### config.mk
export PLATFORM = sky130hd
export DESIGN_NAME = mvu_rdc_reader
export DESIGN_NICKNAME = d
export VERILOG_FILES = /design/src/rtl/mvu_rdc_reader.sv
export SDC_FILE = /design/constraint.sdc
export NUM_CORES = 1
export LEC_CHECK = 0
export ABC_AREA = 1
export CAP_MARGIN = 30
export CORE_ASPECT_RATIO = 1.75
export CORE_MARGIN = 2
export CORE_UTILIZATION = 53
export DETAILED_ROUTE_END_ITERATION = 8
export PLACE_DENSITY = 0.79
export SYNTH_ARGS = -nofsm -noshare
export SYNTH_HDL_FRONTEND = slang
export SYNTH_SLANG_ARGS = --single-unit
### constraint.sdc
create_clock -name clk -period 4 [get_ports clk]
set_input_delay 0.6 -clock clk [delete_from_list [all_inputs] [get_ports clk]]
set_output_delay 0.6 -clock clk [all_outputs]
set_load 0.01 [all_outputs]
### src/rtl/mvu_rdc_reader.sv
// Burst reader for the MVU data memory: issues strided read requests under a credit
// check, realigns the fixed-latency returns through a valid pipe, and streams them out of a FIFO.
module mvu_rdc_reader #(
  parameter int BDBANKA = 15,
  parameter int BDBANKW = 64,
  parameter int BLEN    = 16,
  parameter int RDLAT   = 2,
  parameter int DEPTH   = 8
) (
  input  logic               clk,
  input  logic               rst_n,
  input  logic               cmd_valid,
  output logic               cmd_ready,
  input  logic [BDBANKA-1:0] cmd_base,
  input  logic [BDBANKA-1:0] cmd_jump,
  input  logic [BLEN-1:0]    cmd_len,
  output logic               rdc_en,
  output logic [BDBANKA-1:0] rdc_addr,
  input  logic               rdc_grnt,
  input  logic [BDBANKW-1:0] rdc_word,
  output logic               o_valid,
  input  logic               o_ready,
  output logic [BDBANKW-1:0] o_word,
  output logic               o_last,
  output logic               done
);

  localparam int AW = (DEPTH > 1) ? $clog2(DEPTH) : 1;
  localparam int CW = $clog2(DEPTH) + 1;

  typedef enum logic [1:0] {S_IDLE, S_ISSUE, S_DRAIN} state_t;

  state_t               r_state, w_state_nxt;
  logic [BDBANKA-1:0]   r_addr, r_jump;
  logic [BLEN-1:0]      r_len, r_acc_cnt, r_pop_cnt;
  logic [RDLAT-1:0]     r_vld_pipe;
  logic                 r_zdone;
  logic [BDBANKW-1:0]   r_mem [DEPTH];
  logic [AW-1:0]        r_wptr, r_rptr;
  logic [CW-1:0]        r_count;
  logic [CW:0]          w_occ;
  logic                 w_cmd_acc, w_acc, w_acc_last, w_push, w_pop, w_pop_last;

  // Occupancy = stored words plus requests still in flight, so a grant never outruns FIFO space.
  always_comb begin
    w_occ = {1'b0, r_count};
    for (int i = 0; i < RDLAT; i++) w_occ = w_occ + (CW+1)'(r_vld_pipe[i]);
  end

  assign cmd_ready  = (r_state == S_IDLE);
  assign w_cmd_acc  = cmd_valid & cmd_ready;
  assign rdc_en     = (r_state == S_ISSUE) && (w_occ < (CW+1)'(DEPTH));
  assign rdc_addr   = r_addr;
  assign w_acc      = rdc_en & rdc_grnt;
  assign w_acc_last = w_acc && (({1'b0, r_acc_cnt} + (BLEN+1)'(1)) == {1'b0, r_len});
  assign w_push     = r_vld_pipe[RDLAT-1];
  assign o_valid    = (r_count != '0);
  assign o_word     = r_mem[r_rptr];
  assign w_pop      = o_valid & o_ready;
  assign o_last     = o_valid && (({1'b0, r_pop_cnt} + (BLEN+1)'(1)) == {1'b0, r_len});
  assign w_pop_last = w_pop & o_last;
  assign done       = r_zdone | w_pop_last;

  always_comb begin
    w_state_nxt = r_state;
    case (r_state)
      S_IDLE:  if (w_cmd_acc && (cmd_len != '0)) w_state_nxt = S_ISSUE;
      S_ISSUE: if (w_acc_last) w_state_nxt = S_DRAIN;
      S_DRAIN: if (w_pop_last) w_state_nxt = S_IDLE;
      default: w_state_nxt = S_IDLE;
    endcase
  end

  always_ff @(posedge clk or negedge rst_n) begin
    if (!rst_n) begin
      r_state    <= S_IDLE;
      r_addr     <= '0;
      r_jump     <= '0;
      r_len      <= '0;
      r_acc_cnt  <= '0;
      r_pop_cnt  <= '0;
      r_zdone    <= 1'b0;
      r_vld_pipe <= '0;
      r_wptr     <= '0;
      r_rptr     <= '0;
      r_count    <= '0;
    end else begin
      r_state <= w_state_nxt;
      r_zdone <= w_cmd_acc && (cmd_len == '0);
      if (w_cmd_acc) begin
        r_addr    <= cmd_base;
        r_jump    <= cmd_jump;
        r_len     <= cmd_len;
        r_acc_cnt <= '0;
        r_pop_cnt <= '0;
      end else begin
        if (w_acc) begin
          r_addr    <= r_addr + r_jump;
          r_acc_cnt <= r_acc_cnt + BLEN'(1);
        end
        if (w_pop) r_pop_cnt <= r_pop_cnt + BLEN'(1);
      end
      r_vld_pipe[0] <= w_acc;
      for (int i = 1; i < RDLAT; i++) r_vld_pipe[i] <= r_vld_pipe[i-1];
      if (w_push) r_wptr <= r_wptr + AW'(1);
      if (w_pop)  r_rptr <= r_rptr + AW'(1);
      case ({w_push, w_pop})
        2'b10:   r_count <= r_count + CW'(1);
        2'b01:   r_count <= r_count - CW'(1);
        default: r_count <= r_count;
      endcase
    end
  end

  // Storage carries no reset; validity is owned by the pointers and count.
  always_ff @(posedge clk) begin
    if (w_push) r_mem[r_wptr] <= rdc_word;
  end

endmodule

Yosys cells after proc, flatten, opt, wreduce, memory -nomap -nowiden
Memories as Yosys holds them, arrays and structs flattened. Index checks and enable logic that the tools add are counted.

Bits in registers: 93. Memory bits (writable): 512. Input port bits: 115. Output and inout bits: 84. Logic and storage cells: 64. Memories kept: 1.

Memories: r_mem (depth 8, width 64, rd ports 1, clocked after memory_dff 0, wr ports 1, line 38) `logic [BDBANKW-1:0] r_mem [DEPTH];`.

Add/subtract/negate cells: 11. $lt $le $gt $ge: 1. Equality and inequality tests: 9. Multiplexer cells: 13. Bitwise operators: 5. Reduce and logical (&&, ||, !) cells: 13.

Operator list (number): $mux W16 (4); $add A16 B1 Y17 const B (2); $eq A17 B16 Y1 (2); $add A16 B1 Y16 const B (2); $mux W15 (2); $logic_not A16 Y1 (1); $reduce_bool A16 Y1 (1); $add A15 B15 Y15 (1); $pmux W4 S2 (1); $add A3 B1 Y3 const B (2); $mux W2 (3); $pmux W2 S3 (1); $reduce_bool A2 Y1 (3); $add A4 B1 Y5 (1); $add A5 B1 Y5 (1); $logic_and A1 B1 Y1 (5); $lt A5 B4 Y1 const B (1); $add A4 B1 Y4 const B (1); $and A1 B1 Y1 (4); $eq A2 B1 Y1 const B (2); $eq A2 B2 Y1 const B (2); $ne A2 B2 Y1 const B (2); $reduce_bool A4 Y1 (1); $sub A4 B1 Y4 const B (1); other kinds (5) (6).

Logic depth before layout (Yosys ltp)
Word-level depth: 8. Gate-level depth with buffers: 14. Depth with buffers taken out: 14.

Worst setup path after synthesis
No wires, ideal clock.

Path type: reg-to-reg. From: reg r_vld_pipe[1]. To: mem r_mem[0][0], enable pin. Setup time: 0.486 ns. Data arrival time: 3.465 ns. Data required time: 3.514 ns. Setup slack: 0.048 ns. Stages on the path, launching flop included: 4. Path buffers: 0. Clock period less this slack: 3.952 ns. Path through: dfrtp_1 -> inv_1 -> or2_2 -> nor2_1.

Longest elaborated chain between the ends: 2.

Ends and longest elaborated chain: start: declaration (line 36) `logic [RDLAT-1:0] r_vld_pipe;`; start signal: assignment (line 83) `r_vld_pipe <= '0;`; $mux W1 (line 117) `if (w_push) r_mem[r_wptr] <= rdc_word;`; $mux W1 (implied by the code) (line 117); end: declaration (line 38).

Every way passes these cells.

Worst setup path in the final report
From: reg r_rptr[0]. To: out o_word[56].

Longest elaborated chain between the ends: 1.

Ends and longest elaborated chain: start: declaration (line 39) `logic [AW-1:0] r_wptr, r_rptr;`; start signal: assignment (line 106) `if (w_pop) r_rptr <= r_rptr + AW'(1);`; $mem_v2 Z8 W64; end: declaration (line 23) `output logic [BDBANKW-1:0] o_word,`.

Every way passes these cells.

==> flow_metrics.py <==
metrics = {
    "power_and_ir_drop": {
        "fin_total_pwr_mw": 21.9,
        "leakage_nw": 10.8,
        "ir_drop_uv": 596,
        "power_density_mw_per_mm2": 727,
    },
    "floorplan": {
        "core_area_mm2": 0.0477,
        "start_util_pct": 53.5,
        "die-area_mm2": 0.0501,
        "die_h_um": 295,
        "rows": 106,
        "dieWidth_um": 170,
        "io_pins": 199,
    },
    "worst_setup_path": {
        "crit_path_end": "o_word[56]",
        "worstSetupStartpointType": "flip-flop",
        "timing.rr.end": "r_count[3]",
        "critPathKind": "flip-flop to output port",
        "reg2reg_depth": 13,
        "cp-end-kind": "output port",
        "startpoint": "r_rptr[0]",
        "cp_max_fo": 88,
        "ff2ff_setup_slack_ps": 1370,
        "cp.arrival_ps": 3260,
        "cp.required_ps": 3400,
        "r2r_start": "r_count[0]",
    },
    "logic_synthesis": {
        "synth_top_area_cell": "edfxtp_1",
        "avgSynthCellArea_um2": 11.3,
        "synth-edff-count": 512,
        "ys_top_cells_by_area": "edfxtp_1 (60%), dfrtp_1 (9.1%), nor2_1 (7.6%), o21ai_0 (6.0%), nand2_1 (3.6%)",
        "yosysWarnings": 0,
        "syn-cell-area_mm2": 0.0256,
        "synthCells": 2261,
        "yosysTopAreaCellShare_pct": 60.2,
        "synth_top_flop_cell": "edfxtp_1",
        "ys_async_sr_fraction_pct": 15.4,
        "syn-num-nets": 2400,
        "ys_ff_latch": 605,
        "ys_types": 46,
        "ys_seq_area_share_pct": 69.3,
    },
    "sta": {
        "fin_setup_tns_ps": 0,
        "fin_skew_ps": 36.1,
        "worst_slack_ps": 144,
        "period_needed_ps": 3860,
        "hold_slack_ps": 391,
        "max_freq_mhz": 259,
        "rsz0062_at_grt": "no",
        "tightest_slew_ps": 975,
        "drv_slew": 0,
        "hold_viol_final": 0,
        "setup_violations": 0,
        "period_share_pct": 96.4,
        "slew_headroom_pct": 34.9,
    },
    "cts": {
        "cts_tree": "built",
        "numClockSinks": 605,
        "numCtsBuffers": 54,
        "cts_root_buf": "clkbuf_16",
        "path_clk_slew_ps": 60,
        "h-tree-depth": 2,
        "cts_max_path_buffers": 3,
        "clock_latency_ps": 610,
    },
    "global_routing": {
        "grt_max_degree": 130,
        "grt_pass1_vias": 17900,
        "grt-ovfl-total": 0,
        "track_usage_pct": 24.4,
        "antenna_found_initial": 2,
        "grt_pass1_wl_um": 95000,
    },
    "final_layout": {
        "fin_util_pct": 63.0,
        "layout.area.seq_mm2": 0.0177,
        "final_net_count": 2576,
        "nFillCells": 3534,
        "multiInputGateArea_mm2": 0.00706,
        "antenna_cells": 0,
        "area_delta_synth_final_pct": 17.8,
        "drive_above_1_share_pct": 7.09,
    },
    "routing": {
        "viasPerCell": 5.84,
        "totalWireLength_um": 62100,
        "ant_nets": 0,
        "drcViolationCount": 0,
        "dr_total_vias": 18000,
        "dr.pass1.iters": 5,
        "dr.first_iter.drc_count": 1581,
        "wl_per_cell_um": 20.2,
    },
    "place": {
        "hpwl_um": 36900,
        "gp_congestion": 0.915,
        "post-place-ws_ps": 749,
        "port-buffer-count": 198,
    },
    "job": {
        "max_cap_violations": 0,
    },
    "hold_path": {
        "min_path_type": "flip-flop to flip-flop",
    },
    "run_status": {
        "status": "complete, no violations",
    },
}
-- cell usage in the layout (no fill, tap or decap), types with 18 or more instances in the layout --
cell type	instances
o21ai_0	304
clkdlybuf4s50_1	197
nand2_1	245
xor2_1	18
dfrtp_1	91
ha_1	21
a31oi_1	65
o22ai_1	89
nor2_1	510
inv_1	92
a21oi_1	19
buf_4	21
clkbuf_16	54
nand3_1	61
edfxtp_1	512
-- cell families after synthesis --
family / count (synthesis) / share of synthesized area, %
AOI/OAI and AO/OA: 497 / 10.6
xor gates and xnor gates: 31 / 1.22
adders and majority gates: 24 / 1.23
buffers and inverters: 217 / 3.40
DFF: 605 / 69.3
and+or+nand+nor: 887 / 14.3
-- how the worst min path moves through the flow --
stage                              from             to  slack, ps  cells past startpoint
after global routing      r_vld_pipe[0]  r_vld_pipe[1]        420                      0
after floorplan                   rst_n   r_acc_cnt[0]        300                      0
after CTS                 r_vld_pipe[0]  r_vld_pipe[1]        390                      0
final                     r_vld_pipe[0]  r_vld_pipe[1]        390                      0
after global placement    r_vld_pipe[0]  r_vld_pipe[1]        370                      0
after detailed placement  r_vld_pipe[0]  r_vld_pipe[1]        370                      0
-- cells in the mapped netlist (2+ instances only) --
library cell / instances
o21ai_0: 304
o31ai_1: 2
buf_2: 31
a211oi_1: 2
nor2_2: 3
fa_1: 2
nand4_1: 14
edfxtp_1: 512
buf_4: 4
ha_1: 22
a21o_1: 3
nand2_4: 3
o21bai_1: 2
a21oi_1: 19
o22ai_1: 89
nand3_2: 5
nand2_2: 17
nor2_1: 519
buf_1: 9
nor2_4: 6
xnor3_1: 3
nand2_1: 245
or4_1: 3
xor2_1: 18
nor3_1: 2
o21ai_1: 8
inv_1: 94
a31oi_1: 65
nand3_1: 61
clkbuf_1: 70
dfrtp_1: 93
xnor2_1: 10
inv_2: 8
-- report_power, final --
part / internal, mW / switching (mW)
clock network: 2.79 / 2.29
logic: 3.37 / 5.23
registers: 7.69 / 0.516
total: 13.8 / 8.03
-- critical path, stage by stage (launching register included) --
cell             delay, ps
dfrtp_4                640
buf_16                 370
buf_16                 270
o21ai_0                120
o22ai_1                180
nor2_1                  70
a31oi_1                290
clkdlybuf4s50_1        630
-- metrics by stage --
stage	cell area [um^2]	instances
6_report	30100	3075
3_5_place_dp	28300	2974
3_3_place_gp	28300	2974
2_1_floorplan	25600	2261
4_1_cts	30100	3075
5_1_grt	30100	3075
-- state kept, by name (all words and copies together), names as in the netlist, 3 cells and up --
name / count
r_acc_cnt: 16
r_wptr: 3
r_rptr: 3
r_len: 16
r_jump: 15
rdc_addr: 15
r_pop_cnt: 16
r_count: 4
r_mem: 512
-- layout make-up --
cell class                 instances  area share, %
sequential                       605           58.8
multi-input combinational       1439           23.4
timing repair buffer             234           8.16
tap                              594           2.47
inverter                         103           1.33
clock buffer                      67           4.68
clock inverter                    33           1.08
-- metal layers --
layer / vias to the layer above / track usage, % / routed length (um)
met5: - / 0 / 29
met4: 4 / 9.65 / 1980
met3: 147 / 4.24 / 4300
met2: 761 / 43.8 / 32200
met1: 8726 / 29.1 / 23500
li1: 8325 / - / -
-- timing repair --
item | 4_1_cts | 5_1_grt
hold buffers | 1 | 0
endpoints found under the hold margin | 10 | 0
setup endpoints to repair | 0 | 7
buffers inserted | 0 | 0
gates resized for setup | 0 | 4
Power figures use the tool's default switching activity.
